File: config.mk
export PLATFORM = sky130hd
export DESIGN_NAME = ex_issue_stage
export DESIGN_NICKNAME = d
export VERILOG_FILES = /design/src/rtl/mips_pkg.sv /design/src/rtl/alu_ctrl.sv /design/src/rtl/ex_issue_stage.sv
export SDC_FILE = /design/constraint.sdc
export NUM_CORES = 1
export LEC_CHECK = 0
export ABC_AREA = 1
export CORE_MARGIN = 4
export CORE_UTILIZATION = 40
export CTS_BUF_LIST = sky130_fd_sc_hd__clkbuf_8 sky130_fd_sc_hd__clkbuf_16
export DETAILED_ROUTE_END_ITERATION = 6
export PLACE_DENSITY = 0.84
export SYNTH_ARGS = -nofsm -noshare
export SYNTH_HDL_FRONTEND = slang
export SYNTH_HIERARCHICAL = 1
export SYNTH_SLANG_ARGS = --single-unit
export TNS_END_PERCENT = 100
File: constraint.sdc
create_clock -name clk -period 3.4 [get_ports clk]
set_input_delay 0.34 -clock clk [delete_from_list [all_inputs] [get_ports clk]]
set_output_delay 0.34 -clock clk [all_outputs]
set_load 0.01 [all_outputs]
File: src/rtl/mips_pkg.sv
// Shared MIPS decode constants and the decoded-control payload.
// Contents: opcode/funct encodings, ALU op codes, branch type codes,
// immediate/destination select enums and the ctrl_t decode record.
package mips_pkg;

  localparam int unsigned OPC_W    = 6;
  localparam int unsigned FN_W     = 6;
  localparam int unsigned ALU_OP_W = 4;
  localparam int unsigned BR_W     = 2;
  localparam int unsigned IMM_W    = 16;

  // Primary opcodes
  localparam logic [OPC_W-1:0] OP_RTYPE = 6'h00;
  localparam logic [OPC_W-1:0] OP_BEQ   = 6'h04;
  localparam logic [OPC_W-1:0] OP_BNE   = 6'h05;
  localparam logic [OPC_W-1:0] OP_ADDI  = 6'h08;
  localparam logic [OPC_W-1:0] OP_ADDIU = 6'h09;
  localparam logic [OPC_W-1:0] OP_SLTI  = 6'h0A;
  localparam logic [OPC_W-1:0] OP_ANDI  = 6'h0C;
  localparam logic [OPC_W-1:0] OP_ORI   = 6'h0D;
  localparam logic [OPC_W-1:0] OP_XORI  = 6'h0E;
  localparam logic [OPC_W-1:0] OP_LW    = 6'h23;
  localparam logic [OPC_W-1:0] OP_SW    = 6'h2B;

  // R-type funct codes
  localparam logic [FN_W-1:0] FN_ADD  = 6'h20;
  localparam logic [FN_W-1:0] FN_ADDU = 6'h21;
  localparam logic [FN_W-1:0] FN_SUB  = 6'h22;
  localparam logic [FN_W-1:0] FN_SUBU = 6'h23;
  localparam logic [FN_W-1:0] FN_AND  = 6'h24;
  localparam logic [FN_W-1:0] FN_OR   = 6'h25;
  localparam logic [FN_W-1:0] FN_XOR  = 6'h26;
  localparam logic [FN_W-1:0] FN_NOR  = 6'h27;
  localparam logic [FN_W-1:0] FN_SLT  = 6'h2A;

  // ALU operation codes
  localparam logic [ALU_OP_W-1:0] ALU_ADD = 4'b0000;
  localparam logic [ALU_OP_W-1:0] ALU_SUB = 4'b0010;
  localparam logic [ALU_OP_W-1:0] ALU_AND = 4'b0100;
  localparam logic [ALU_OP_W-1:0] ALU_OR  = 4'b0101;
  localparam logic [ALU_OP_W-1:0] ALU_XOR = 4'b0110;
  localparam logic [ALU_OP_W-1:0] ALU_NOR = 4'b0111;
  localparam logic [ALU_OP_W-1:0] ALU_SLT = 4'b1010;

  // Branch type codes
  localparam logic [BR_W-1:0] BR_NONE = 2'b00;
  localparam logic [BR_W-1:0] BR_EQ   = 2'b01;
  localparam logic [BR_W-1:0] BR_NE   = 2'b10;

  typedef enum logic [1:0] {
    IMM_NONE = 2'd0,
    IMM_SIGN = 2'd1,
    IMM_ZERO = 2'd2
  } imm_sel_e;

  typedef enum logic {
    DST_RT = 1'b0,
    DST_RD = 1'b1
  } dst_sel_e;

  // Decoded control for one instruction
  typedef struct packed {
    logic [ALU_OP_W-1:0] alu_op;
    imm_sel_e            imm_sel;
    dst_sel_e            dst_sel;
    logic                wr_en;
    logic                rt_used;
    logic                is_load;
    logic                is_store;
    logic [BR_W-1:0]     branch;
    logic                illegal;
  } ctrl_t;

endpackage

File: src/rtl/alu_ctrl.sv
// Combinational opcode/funct decoder feeding the issue stage.
// Ports: i_opcode, i_funct (instruction fields) -> o_ctrl_c (decoded ctrl_t).
module alu_ctrl
  import mips_pkg::*;
(
  input  logic [OPC_W-1:0] i_opcode,
  input  logic [FN_W-1:0]  i_funct,
  output ctrl_t            o_ctrl_c
);

  // Decode table; unknown encodings flag illegal with no side effects.
  always_comb begin
    o_ctrl_c.alu_op   = ALU_ADD;
    o_ctrl_c.imm_sel  = IMM_NONE;
    o_ctrl_c.dst_sel  = DST_RT;
    o_ctrl_c.wr_en    = 1'b0;
    o_ctrl_c.rt_used  = 1'b0;
    o_ctrl_c.is_load  = 1'b0;
    o_ctrl_c.is_store = 1'b0;
    o_ctrl_c.branch   = BR_NONE;
    o_ctrl_c.illegal  = 1'b0;

    case (i_opcode)
      OP_RTYPE: begin
        o_ctrl_c.dst_sel = DST_RD;
        o_ctrl_c.wr_en   = 1'b1;
        o_ctrl_c.rt_used = 1'b1;
        case (i_funct)
          FN_ADD, FN_ADDU: o_ctrl_c.alu_op = ALU_ADD;
          FN_SUB, FN_SUBU: o_ctrl_c.alu_op = ALU_SUB;
          FN_AND:          o_ctrl_c.alu_op = ALU_AND;
          FN_OR:           o_ctrl_c.alu_op = ALU_OR;
          FN_XOR:          o_ctrl_c.alu_op = ALU_XOR;
          FN_NOR:          o_ctrl_c.alu_op = ALU_NOR;
          FN_SLT:          o_ctrl_c.alu_op = ALU_SLT;
          default: begin
            o_ctrl_c.illegal = 1'b1;
            o_ctrl_c.wr_en   = 1'b0;
            o_ctrl_c.rt_used = 1'b0;
          end
        endcase
      end
      OP_ADDI, OP_ADDIU: begin
        o_ctrl_c.imm_sel = IMM_SIGN;
        o_ctrl_c.wr_en   = 1'b1;
      end
      OP_SLTI: begin
        o_ctrl_c.alu_op  = ALU_SLT;
        o_ctrl_c.imm_sel = IMM_SIGN;
        o_ctrl_c.wr_en   = 1'b1;
      end
      OP_ANDI: begin
        o_ctrl_c.alu_op  = ALU_AND;
        o_ctrl_c.imm_sel = IMM_ZERO;
        o_ctrl_c.wr_en   = 1'b1;
      end
      OP_ORI: begin
        o_ctrl_c.alu_op  = ALU_OR;
        o_ctrl_c.imm_sel = IMM_ZERO;
        o_ctrl_c.wr_en   = 1'b1;
      end
      OP_XORI: begin
        o_ctrl_c.alu_op  = ALU_XOR;
        o_ctrl_c.imm_sel = IMM_ZERO;
        o_ctrl_c.wr_en   = 1'b1;
      end
      OP_LW: begin
        o_ctrl_c.imm_sel = IMM_SIGN;
        o_ctrl_c.wr_en   = 1'b1;
        o_ctrl_c.is_load = 1'b1;
      end
      OP_SW: begin
        o_ctrl_c.imm_sel  = IMM_SIGN;
        o_ctrl_c.rt_used  = 1'b1;
        o_ctrl_c.is_store = 1'b1;
      end
      OP_BEQ: begin
        o_ctrl_c.alu_op  = ALU_SUB;
        o_ctrl_c.rt_used = 1'b1;
        o_ctrl_c.branch  = BR_EQ;
      end
      OP_BNE: begin
        o_ctrl_c.alu_op  = ALU_SUB;
        o_ctrl_c.rt_used = 1'b1;
        o_ctrl_c.branch  = BR_NE;
      end
      default: o_ctrl_c.illegal = 1'b1;
    endcase
  end

endmodule

File: src/rtl/ex_issue_stage.sv
// ID/EX issue stage in front of the 32-bit ALU: decode, operand-B select,
// EX/MEM forwarding, load-use hazard detection and the ID/EX registers.
// Ports:
//   clk, rst_n                 clock, async active-low reset
//   in_valid/in_ready          decode-side handshake (in_ready combinational)
//   in_opcode..in_imm16        instruction fields and register-file data
//   flush, ex_stall            pipeline control
//   ex_result                  result of the instruction held here
//   mem_wr_en/idx/data         MEM/WB writeback for forwarding
//   out_valid..out_illegal     registered EX-stage operands and control
module ex_issue_stage
  import mips_pkg::*;
#(
  parameter int unsigned DATA_W    = 32,
  parameter int unsigned REG_IDX_W = 5
) (
  input  logic                 clk,
  input  logic                 rst_n,
  input  logic                 in_valid,
  output logic                 in_ready,
  input  logic [OPC_W-1:0]     in_opcode,
  input  logic [FN_W-1:0]      in_funct,
  input  logic [REG_IDX_W-1:0] in_rs_idx,
  input  logic [REG_IDX_W-1:0] in_rt_idx,
  input  logic [REG_IDX_W-1:0] in_rd_idx,
  input  logic [DATA_W-1:0]    in_rs_val,
  input  logic [DATA_W-1:0]    in_rt_val,
  input  logic [IMM_W-1:0]     in_imm16,
  input  logic                 flush,
  input  logic                 ex_stall,
  input  logic [DATA_W-1:0]    ex_result,
  input  logic                 mem_wr_en,
  input  logic [REG_IDX_W-1:0] mem_wr_idx,
  input  logic [DATA_W-1:0]    mem_wr_data,
  output logic                 out_valid,
  output logic [DATA_W-1:0]    alu_a,
  output logic [DATA_W-1:0]    alu_b,
  output logic [ALU_OP_W-1:0]  alu_op,
  output logic                 out_wr_en,
  output logic [REG_IDX_W-1:0] out_wr_idx,
  output logic                 out_is_load,
  output logic                 out_is_store,
  output logic [DATA_W-1:0]    out_store_data,
  output logic [BR_W-1:0]      out_branch,
  output logic                 out_illegal
);

  localparam int unsigned EXT_W = DATA_W - IMM_W;

  ctrl_t                w_ctrl;
  logic                 w_ex_fwd_ok;
  logic [DATA_W-1:0]    w_rs_fwd;
  logic [DATA_W-1:0]    w_rt_fwd;
  logic [DATA_W-1:0]    w_alu_b;
  logic [REG_IDX_W-1:0] w_dst_idx;
  logic                 w_wr_en;
  logic                 w_hazard;
  logic                 w_accept;

  logic                 r_valid;
  logic [DATA_W-1:0]    r_alu_a;
  logic [DATA_W-1:0]    r_alu_b;
  logic [ALU_OP_W-1:0]  r_alu_op;
  logic                 r_wr_en;
  logic [REG_IDX_W-1:0] r_wr_idx;
  logic                 r_is_load;
  logic                 r_is_store;
  logic [DATA_W-1:0]    r_store_data;
  logic [BR_W-1:0]      r_branch;
  logic                 r_illegal;

  alu_ctrl u_alu_ctrl (
    .i_opcode (in_opcode),
    .i_funct  (in_funct),
    .o_ctrl_c (w_ctrl)
  );

  // A held load has no result yet, so it must never feed the EX path.
  assign w_ex_fwd_ok = r_valid & r_wr_en & ~r_is_load;

  // Source operand forwarding: r0, then EX, then MEM, then register file.
  always_comb begin
    w_rs_fwd = in_rs_val;
    if (in_rs_idx == '0)
      w_rs_fwd = '0;
    else if (w_ex_fwd_ok && (in_rs_idx == r_wr_idx))
      w_rs_fwd = ex_result;
    else if (mem_wr_en && (in_rs_idx == mem_wr_idx))
      w_rs_fwd = mem_wr_data;
  end

  always_comb begin
    w_rt_fwd = in_rt_val;
    if (in_rt_idx == '0)
      w_rt_fwd = '0;
    else if (w_ex_fwd_ok && (in_rt_idx == r_wr_idx))
      w_rt_fwd = ex_result;
    else if (mem_wr_en && (in_rt_idx == mem_wr_idx))
      w_rt_fwd = mem_wr_data;
  end

  // Operand B: forwarded rt or the extended immediate.
  always_comb begin
    w_alu_b = w_rt_fwd;
    case (w_ctrl.imm_sel)
      IMM_SIGN: w_alu_b = {{EXT_W{in_imm16[IMM_W-1]}}, in_imm16};
      IMM_ZERO: w_alu_b = {{EXT_W{1'b0}}, in_imm16};
      default:  w_alu_b = w_rt_fwd;
    endcase
  end

  assign w_dst_idx = (w_ctrl.dst_sel == DST_RD) ? in_rd_idx : in_rt_idx;
  assign w_wr_en   = w_ctrl.wr_en & (w_dst_idx != '0);

  // Load-use: consumer of a held load waits one cycle for the MEM path.
  assign w_hazard = in_valid & r_valid & r_is_load & r_wr_en &
                    ((in_rs_idx == r_wr_idx) |
                     (w_ctrl.rt_used & (in_rt_idx == r_wr_idx)));

  assign in_ready = ~ex_stall & ~w_hazard & ~flush;
  assign w_accept = in_valid & in_ready;

  // ID/EX register: flush > stall > accept > bubble (datapath holds).
  always_ff @(posedge clk or negedge rst_n) begin
    if (!rst_n) begin
      r_valid      <= 1'b0;
      r_alu_a      <= '0;
      r_alu_b      <= '0;
      r_alu_op     <= '0;
      r_wr_en      <= 1'b0;
      r_wr_idx     <= '0;
      r_is_load    <= 1'b0;
      r_is_store   <= 1'b0;
      r_store_data <= '0;
      r_branch     <= '0;
      r_illegal    <= 1'b0;
    end else if (flush || (!ex_stall && !w_accept)) begin
      r_valid    <= 1'b0;
      r_wr_en    <= 1'b0;
      r_is_load  <= 1'b0;
      r_is_store <= 1'b0;
      r_branch   <= '0;
      r_illegal  <= 1'b0;
    end else if (!ex_stall) begin
      r_valid      <= 1'b1;
      r_alu_a      <= w_rs_fwd;
      r_alu_b      <= w_alu_b;
      r_alu_op     <= w_ctrl.alu_op;
      r_wr_en      <= w_wr_en;
      r_wr_idx     <= w_dst_idx;
      r_is_load    <= w_ctrl.is_load;
      r_is_store   <= w_ctrl.is_store;
      r_store_data <= w_rt_fwd;
      r_branch     <= w_ctrl.branch;
      r_illegal    <= w_ctrl.illegal;
    end
  end

  assign out_valid      = r_valid;
  assign alu_a          = r_alu_a;
  assign alu_b          = r_alu_b;
  assign alu_op         = r_alu_op;
  assign out_wr_en      = r_wr_en;
  assign out_wr_idx     = r_wr_idx;
  assign out_is_load    = r_is_load;
  assign out_is_store   = r_is_store;
  assign out_store_data = r_store_data;
  assign out_branch     = r_branch;
  assign out_illegal    = r_illegal;

endmodule

==> results of run 1 <==
## worst max-delay path, cell delays in order
cell and delay (ns):
clkdlybuf4s50_1 0.49, nor2_2 0.16, nand4_2 0.16, inv_2 0.20, nand2_1 0.11, nand3_1 0.12
nand3_1 0.09, nand2_1 0.06, nand2_1 0.09, nand2_1 0.10, inv_1 0.04, clkdlybuf4s50_1 0.47
## state kept, by name (all words and copies together) (netlist names)
register	cells
out_wr_en	1
out_is_load	1
alu_b	32
out_branch	2
alu_op	4
out_store_data	32
out_valid	1
out_wr_idx	5
out_illegal	1
out_is_store	1
alu_a	32
## cell usage in the layout, fill, tap and decap left out, drive strengths merged
master,instances
nand4,67
diode,1
nand3,199
clkbuf,9
nor3,5
o22ai,3
xnor2,4
clkinv,2
or2,1
nand2b,1
o211ai,1
a21oi,8
ha,2
nor2,33
bufinv,1
inv,140
xor2,4
dfrtp,112
o21ai,73
clkdlybuf4s50,293
nand2,464
buf,20
nand3b,1
## power breakdown
part	internal [mW]	switching, mW
Clock	0.591	0.563
Combinational	0.742	0.720
Sequential	1.54	0.133
## routing by layer
| layer | global-route usage [%] | routed length [µm] | vias to the layer above |
|---|---|---|---|
| li1 | - | - | 4314 |
| met1 | 39.8 | 13300 | 4064 |
| met2 | 43.1 | 13600 | 457 |
| met3 | 4.67 | 2510 | 56 |
| met4 | 8.83 | 867 | 0 |
| met5 | 0 | 0 | - |
## stage by stage
stage	hold slack [ns]	area, µm²	total power, mW	std cells	setup slack [ns]
2_1_floorplan	0.0444	7570	2.26	1195	1.23
3_3_place_gp	0.463	10700	3.13	1661	0.482
3_5_place_dp	0.465	10700	3.15	1661	0.363
4_1_cts	0.113	11000	4.30	1677	0.630
5_1_grt	0.161	11000	4.49	1678	0.394
6_report	0.0911	11000	4.29	1678	0.620
## cell type report
type | count | area, µm²
antenna | 1 | 2.50
clock buffer | 9 | 225
clock inverter | 7 | 87.6
fill | 1760 | 7660
inverter | 136 | 510
multi-input combinational | 866 | 3930
sequential | 112 | 2800
tap | 234 | 293
timing repair buffer | 313 | 3130
## worst max-delay path by stage
| stage | from | end | depth (start not counted) | slack (ns) |
|---|---|---|---|---|
| after global routing | in_opcode[0] | out_is_load | 13 | 0.39 |
| after global placement | in_opcode[0] | alu_b[19] | 13 | 0.48 |
| after CTS | in_opcode[2] | in_ready | 12 | 0.63 |
| final | in_opcode[2] | in_ready | 12 | 0.62 |
| after floorplan | in_opcode[5] | alu_b[22] | 12 | 1.23 |
| after detailed placement | in_opcode[2] | out_is_load | 13 | 0.36 |
## kinds of logic (layout without fill, tap and decap cells)
family / after synthesis / after routing / synth area share (%)
other: 0 / 1 / 0
AND/OR/NAND/NOR: 771 / 771 / 44.4
flip-flops: 112 / 112 / 37.0
AO/OA/AOI/OAI: 85 / 85 / 5.70
XOR/XNOR: 8 / 8 / 0.926
adder cells (fa/ha/maj): 2 / 2 / 0.331
buffers and inverters: 217 / 465 / 11.6
==> reports/qor.yml, run 1 <==
outcome: "finished clean"
grt_max_degree: 177
coreArea_um2: 18600
vias_per_cell: 5.30
die_w_um: 146
startpoint_type: "input pin"
start_util_pct: 40.6
finalCritPeriodShare_pct: 81.8
path_max_fanout: 13
cts_resized: 0
synth_common_cells: "nand2_1, nand3_1, inv_1"
grt_pass1_vias: 8280
grt_use_total_pct: 27.8
fin_crit_ns: 2.78
antenna_found_initial: 1
hp-class: "input pin to asynchronous set/reset pin"
cts_root_buf: "clkbuf_16"
setup_viol: 0
ys.flop_type: "dfrtp_1"
hpwl_mm: 22.4
drt_iter0_drc: 1009
place_congestion: 0.913
cts_hold_buf: 0
synth_area_leaders: "dfrtp_1, nand2_1, nand3_1"
antenna_left: 0
clock-sinks: 112
reg2reg_depth: 9
cp_data_arrival_time_ns: 2.44
numCtsBuffers: 9
setup-tns-final_ns: 0
leakagePower_nw: 5.67
drive_gt1_share_pct: 3.81
nets: 1622
drv_cap: 0
yosysMostFrequentCell: "nand2_1"
first_pass_iters: 6
yosysUniqueCellTypes: 29
crit_path_end_kind: "primary output"
fin_skew_ns: 0.0117
yosys.area.top_type_share_pct: 37.0
cts_setup_buffers: 0
avgSynthCellArea_um2: 6.33
synth-edff-count: 0
ir_worst_vdd_uv: 226
clock_latency_ns: 0.35
ys_warn_count: 6
grt_pass1_wl_mm: 47.3
worstReg2RegEnd: "out_is_load"
relSlewSlack_pct: 15.3
cts_max_level: 3
clkSlewWorstSetupHoldPaths_ns: 0.09
r2r_slack_ns: 1.05
portBuffers: 294
maxSlewViolCount: 0
synth_nets: 1379
wirelength_mm: 30.3
synth_seq_cells: 112
vias: 8891
power_per_cell_area_nw_per_um2: 390
ys_seq_area_share_pct: 37.0
tightest_slew_ns: 1.27
area_delta_synth_final_pct: 45.1
drc: 0
wire_per_inst_um: 18.1
rows: 50
hold_violations: 0
fmax_mhz: 360
ys_async_sr_fraction_pct: 100
fp.dieH_um: 146
path_class: "input pin to primary output"
dieArea_um2: 21200
grt_remaining_overflow: 0
r2r-start: "out_wr_idx[2]"
cts_tree: "built"
cts_buffer_depth: 2
finish.utilization_pct: 58.9
critPathRequiredTime_ns: 3.06
syn_area_um2: 7570
rsz0062_at_grt: "false"
num_io_pins: 295
yosys.area.top_type: "dfrtp_1"
syn_inst: 1195
(Power assumes the default switching activity.)
==> run 2, diff against run 1 <==
clock period = 2.7 ns   (was 3.4 ns; I/O delays follow)
==> reports/qor.yml, run 2 (synthesized netlist as in run 1, its figures left out) <==
outcome: "finished clean"
layout_common_cells: "nand2_1, clkdlybuf4s50_1, nand3_1"
cts_root_buf: "clkbuf_16"
cts_tree: "built"
stdcell_count: 1690
ir_worst_vdd_uv: 298
path_max_fanout: 3
worst_slack_ns: 0.196
clock-sinks: 112
grt_max_degree: 91
rsz0062_at_grt: "false"
fin_area_um2: 11100
cts_resized: 0
vias: 8891
maxSlewViolCount: 0
antenna_found_initial: 2
cts_setup_buffers: 0
clkSlewWorstSetupHoldPaths_ns: 0.08
startpoint_type: "input pin"
crit_path_end_kind: "primary output"
grt_remaining_overflow: 0
r2r-start: "out_wr_idx[1]"
worstReg2RegEnd: "out_store_data[13]"
wirelength_mm: 30.6
leakagePower_nw: 5.74
cp_data_arrival_time_ns: 2.23
critPathRequiredTime_ns: 2.43
finalCritPeriodShare_pct: 92.7
area_delta_synth_final_pct: 46.8
start_util_pct: 40.6
setup_viol: 0
drt_iter0_drc: 1029
relSlewSlack_pct: 62.6
nets: 1634
pre_cts_ws_ns: 0.202
die_w_um: 146
grt_pass1_vias: 8298
cts_max_level: 3
placed_cell_area_um2: 10800
dieArea_um2: 21200
drv_cap: 0
drc: 0
drive_gt1_share_pct: 4.54
cts_hold_buf: 1
reg2reg_depth: 12
vias_per_cell: 5.26
final_common_cell: "nand2_1"
hp-class: "input pin to asynchronous set/reset pin"
wire_per_inst_um: 18.1
grt_pass1_wl_mm: 47.2
power_mw: 5.41
numCtsBuffers: 9
rows: 50
coreArea_um2: 18600
clock_latency_ns: 0.36
grt_use_total_pct: 27.8
fin_crit_ns: 2.50
power_per_cell_area_nw_per_um2: 487
fp.dieH_um: 146
portBuffers: 294
hold_violations: 0
cts_buffer_depth: 2
fmax_mhz: 399
setup-tns-final_ns: 0
path_class: "input pin to primary output"
num_io_pins: 295
first_pass_iters: 6
fin_skew_ns: 0.0168
r2r_slack_ns: 0.71
place_congestion: 0.927
antenna_left: 0
tightest_slew_ns: 0.559
dp_cells: 1672
hpwl_mm: 22.9
run 2: layer usage:
metal  up-vias  part of all wire, %  GRT usage (%)
met5         -                0.042              0
met4         2                  3.3           10.2
met3        64                  8.1           4.80
met2       466                   45           43.1
met1      4016                   44           39.3
li1       4343                    -              -
run 2: power breakdown:
group	internal [mW]	switching, mW
logic	0.947	0.902
clock network	0.745	0.714
registers	1.94	0.169
total	3.63	1.78
run 2: final cells by class:
| class | count | area (µm²) |
|---|---|---|
| fillers | 1729 | 7530 |
| clock buffers | 9 | 225 |
| inverters | 136 | 510 |
| well taps | 234 | 293 |
| multi-input cells | 866 | 3930 |
| clock inverters | 7 | 87.6 |
| diodes | 1 | 2.50 |
| repair buffers | 325 | 3260 |
| flip-flops and latches | 112 | 2800 |
run 2: worst max-delay path, stage by stage:
cell	delay [ns]
clkdlybuf4s50_1	0.45
inv_1	0.04
nor2_1	0.16
nand3_1	0.13
nand3_1	0.13
nand2_1	0.09
nand3_1	0.12
nand3_1	0.09
nand2_1	0.07
nand2_1	0.09
nand2_1	0.08
inv_1	0.03
clkdlybuf4s50_1	0.48
run 2: worst max-delay path by stage:
stage            startpoint        end  cells past startpoint
5_1_grt         in_funct[5]   in_ready                     13
6_report        in_funct[5]   in_ready                     13
3_5_place_dp    in_funct[5]   in_ready                     13
4_1_cts         in_funct[5]   in_ready                     13
3_3_place_gp    in_funct[5]   in_ready                     13
2_1_floorplan  in_opcode[5]  alu_b[22]                     12
run 2: metrics by stage:
stage | hold WS [ns] | util [%]
floorplan | -0.0256 | -
global placement | 0.168 | 57.8
detailed placement | 0.172 | 57.8
CTS | 0.322 | 59.6
global route | 0.373 | 59.6
finish | 0.372 | 59.6
